--- src/rtl/wb_regfile.sv ---
// Writeback register file: GPR array with zero register, joint HI/LO pair,
// same-cycle writeback bypass on every read path, and a committed-writeback counter.
module wb_regfile #(
  parameter int DATA_W = 32,
  parameter int ADDR_W = 5
) (
  input  logic              clk,
  input  logic              rst,
  input  logic [ADDR_W-1:0] wb_dest_addr,
  input  logic              wb_wreg,
  input  logic [DATA_W-1:0] wb_dest_data,
  input  logic [DATA_W-1:0] wb_hi,
  input  logic [DATA_W-1:0] wb_lo,
  input  logic              wb_whilo,
  input  logic              re1,
  input  logic              re2,
  input  logic [ADDR_W-1:0] raddr1,
  input  logic [ADDR_W-1:0] raddr2,
  output logic [DATA_W-1:0] rdata1,
  output logic [DATA_W-1:0] rdata2,
  output logic [DATA_W-1:0] hi_o,
  output logic [DATA_W-1:0] lo_o,
  output logic [31:0]       wb_count
);

  localparam int unsigned NREG = 1 << ADDR_W;

  logic [DATA_W-1:0] gpr_q [NREG];
  logic [DATA_W-1:0] hi_q, lo_q;
  logic [31:0]       count_q, count_d;
  logic              gpr_we, commit;

  assign gpr_we  = wb_wreg && (wb_dest_addr != '0);
  assign commit  = gpr_we || wb_whilo;
  // Counter register is reloaded every edge so the next value always derives from its current contents
  assign count_d = commit ? count_q + 32'd1 : count_q;

  always_ff @(posedge clk) begin
    if (rst) begin
      for (int unsigned i = 0; i < NREG; i++) begin
        gpr_q[i] <= '0;
      end
      hi_q    <= '0;
      lo_q    <= '0;
      count_q <= '0;
    end else begin
      if (gpr_we) begin
        gpr_q[wb_dest_addr] <= wb_dest_data;
      end
      if (wb_whilo) begin
        hi_q <= wb_hi;
        lo_q <= wb_lo;
      end
      count_q <= count_d;
    end
  end

  always_comb begin
    rdata1 = '0;
    if (!rst && re1 && (raddr1 != '0)) begin
      if (wb_wreg && (raddr1 == wb_dest_addr)) begin
        rdata1 = wb_dest_data;
      end else begin
        rdata1 = gpr_q[raddr1];
      end
    end
  end

  always_comb begin
    rdata2 = '0;
    if (!rst && re2 && (raddr2 != '0)) begin
      if (wb_wreg && (raddr2 == wb_dest_addr)) begin
        rdata2 = wb_dest_data;
      end else begin
        rdata2 = gpr_q[raddr2];
      end
    end
  end

  always_comb begin
    hi_o = '0;
    lo_o = '0;
    if (!rst) begin
      hi_o = wb_whilo ? wb_hi : hi_q;
      lo_o = wb_whilo ? wb_lo : lo_q;
    end
  end

  assign wb_count = count_q;

endmodule

--- config.mk ---
export PLATFORM = sky130hd
export DESIGN_NAME = wb_regfile
export DESIGN_NICKNAME = d
export VERILOG_FILES = /design/src/rtl/wb_regfile.sv
export SDC_FILE = /design/constraint.sdc
export NUM_CORES = 2
export LEC_CHECK = 0
export BUFFER_PORTS_ARGS = -buffer_cell sky130_fd_sc_hd__clkbuf_2
export CORE_MARGIN = 2
export CORE_UTILIZATION = 45
export CTS_BUF_LIST = sky130_fd_sc_hd__clkbuf_16
export DETAILED_ROUTE_END_ITERATION = 6
export PLACE_DENSITY_LB_ADDON = 0.15
export SYNTH_ARGS = -nofsm -noshare
export SYNTH_HDL_FRONTEND = slang
export SYNTH_SLANG_ARGS = --single-unit
--- constraint.sdc ---
create_clock -name clk -period 7.5 [get_ports clk]
set_input_delay 0.375 -clock clk [delete_from_list [all_inputs] [get_ports clk]]
set_output_delay 0.375 -clock clk [all_outputs]
set_load 0.05 [all_outputs]
==> metrics.cfg <==
[timing]
max-slew-margin-rel = 0.144
setup_tns_ns = 0
fmax_mhz = 201
skew_ns = 0.0114
holdWs_ns = 0.0680
rsz0062_at_grt = false
worst_pin_slew_ns = 1.28
setup_violations = 0
min_period_ns = 4.98
drv_slew = 0
post-route-period-util = 0.664
hold_violations = 0

[yosys]
yosys_warnings = 0
synth.distinct_cells = 66
yosysMostFrequentCell = edfxtp_1
synth_ff_type = edfxtp_1
async_reset_ff_frac = 0
synth_area_per_cell_um2 = 13.8
ys_seq_area_frac = 0.551
ys_top_cells_by_count = edfxtp_1, and2_1, mux2i_1
synth_cells = 4288
yosysTopAreaCellShare = 0.519
synth_area_um2 = 59300
yosys.area.top_type = edfxtp_1
synth-seq-cells = 1120
synth_area_leaders = edfxtp_1, mux4_2, and2_1
synth_edf_count = 1024

[job]
max_cap_violations = 0

[critical_path]
slowest_delay_ns = 0.75
path_common_cell = buf_4
critPathTopFamily = buffers and inverters
ff2ff_path_depth = 5
cp_num_buf_inv = 4
setup.worst_path.end_class = output pin
required_ns = 7.12
startpoint_type = input port
critical-path-slowest-cell = buf_4
worstSetupPathType = in -> out
cp_num_cells = 9
r2r_slack_ns = 5.23
crit_path_max_fanout = 79
cp_cell_sequence = clkbuf_8 > nor2_4 > buf_4 > buf_4 > a221oi_1 > a22oi_1 > a21oi_1 > a211o_1 > clkbuf_2
worstPathArrival_ns = 4.61

[cells_and_area]
drive_gt1_frac = 0.229
regArea_um2 = 32700
multiInputGateArea_um2 = 25300
fillCellCount = 11100
postLayoutCoreUtil = 0.513
nNetsFinal = 4567
syn2layout_area_growth_pct = 13.4

[grt]
grt_pass1_wl_mm = 299
grt_pass1_vias = 40300
grt_max_degree = 112
antenna_found_initial = 15
grt.overflow.total = 0
grt_usage = 0.311

[pwr]
power.leakage_uw = 0.0245
power.total_uw = 15400
ir_drop_mv = 0.215
power_density_nw_per_um2 = 229

[cts]
clock_sinks = 1120
clk_path_buf_depth = 3
cts_tree = built
clock_tree.root_cell = clkbuf_16
hold_buffers = 64
htree_num_levels = 3
clock_latency_ns = 0.75
numCtsBuffers = 121
cts_resized = 0
clk_pin_slew_ns = 0.06
post_cts_buffers = 0

[route]
drt_pass1_iterations = 7
met1Wirelength_mm = 83.0
wl_met3_mm = 24.6
vias_per_cell = 6.43
final_antenna_net_count = 0
dr.max_layer_used = met5
drtIter0Drc = 5199
wl_met2_mm = 95.9
drcViolationCount = 8
vias = 40500
wl_per_cell_um = 33.7
wl_mm = 213

[status]
status = finished with violations
violations = design-rule violations

[floorplan]
die_h_um = 367
io_pins = 277
core_area_um2 = 131000
rows = 133
initial_core_util = 0.452
die_x_um = 367
die_area_um2 = 135000

[placement]
dp_hpwl_mm = 122
place.gp.congestion = 0.857
portBuffers = 276

[hold_path]
min_path_type = in -> reg
hold_path_depth = 2

stage by stage:
step	setup WS, ns	instance area, um^2	instances
floorplan	3.57	59400	4319
global placement	2.73	62600	6017
global route	2.63	67200	6305
CTS	2.77	67200	6305
detailed placement	2.77	62600	6017
finish	2.52	67200	6306
layer usage:
layer	GRT usage	up-vias
li1	-	16700
met1	0.423	20600
met2	0.478	2657
met3	0.0802	529
met4	0.120	12
met5	0	-
registers in the layout (all words and copies together) (netlist names):
| name | count |
|---|---|
| wb_count | 32 |
| hi_q | 32 |
| lo_q | 32 |
| gpr_q | 1024 |
worst register-to-register path: stages (launching register included):
cell     delay, ns
dfxtp_1       0.48
and4_2        0.35
nand4_4       0.16
or3_1         0.53
or4_1         0.53
a21oi_1       0.15
logic make-up (layout without fill, tap and decap cells):
kind of cell	count (synthesis)	count (layout)	share of synthesized area
simple gates	1330	1330	0.134
buf+inv	465	696	0.0359
compound gates	606	606	0.0733
xor+xnor	19	19	0.00281
flops	1120	1120	0.551
mux	746	746	0.203
fa+ha+maj	1	1	0.000211
other cells	1	33	0.0000632
placed cells by master, fill, tap and decap left out, types with 13 or more instances in the layout:
| master | count |
|---|---|
| a21oi_1 | 112 |
| buf_4 | 120 |
| mux2i_1 | 378 |
| o31ai_1 | 13 |
| a221oi_1 | 155 |
| clkinv_1 | 22 |
| inv_1 | 30 |
| o21ai_0 | 72 |
| nor2_4 | 28 |
| nand3_1 | 13 |
| clkbuf_2 | 267 |
| mux4_2 | 366 |
| a211oi_1 | 14 |
| a22o_1 | 39 |
| o21ai_4 | 32 |
| and2_1 | 993 |
| a22oi_1 | 65 |
| nand2b_1 | 42 |
| conb_1 | 32 |
| a211o_1 | 50 |
| xnor2_1 | 13 |
| clkbuf_16 | 129 |
| nor2_1 | 94 |
| nor3_1 | 51 |
| dlygate4sd3_1 | 64 |
| nand2_1 | 26 |
| o22ai_1 | 27 |
| bufinv_16 | 13 |
| clkinv_2 | 29 |
| dfxtp_1 | 96 |
| edfxtp_1 | 1024 |
final timing paths:
kind                                      to          from
worst max-delay path              rdata2[17]     raddr2[1]
worst min register to register  wb_count[30]  wb_count[30]
worst min-delay path            wb_count[22]           rst
worst max register to register  wb_count[28]   wb_count[4]
report_power, final:
group          switching (uW)  internal (uW)
clock                    2610           3530
sequential                161           7140
combinational            1270            702
total                    4040          11400
cell type report:
class | count | share of cell area
sequential | 1120 | 0.486
multi-input combinational | 2734 | 0.376
clock buffer | 129 | 0.0480
timing repair buffer | 459 | 0.0447
tap | 1755 | 0.0327
clock inverter | 95 | 0.0117
inverter | 13 | 0.000763
antenna | 1 | 0.0000372
Power figures use the tool's default switching activity.
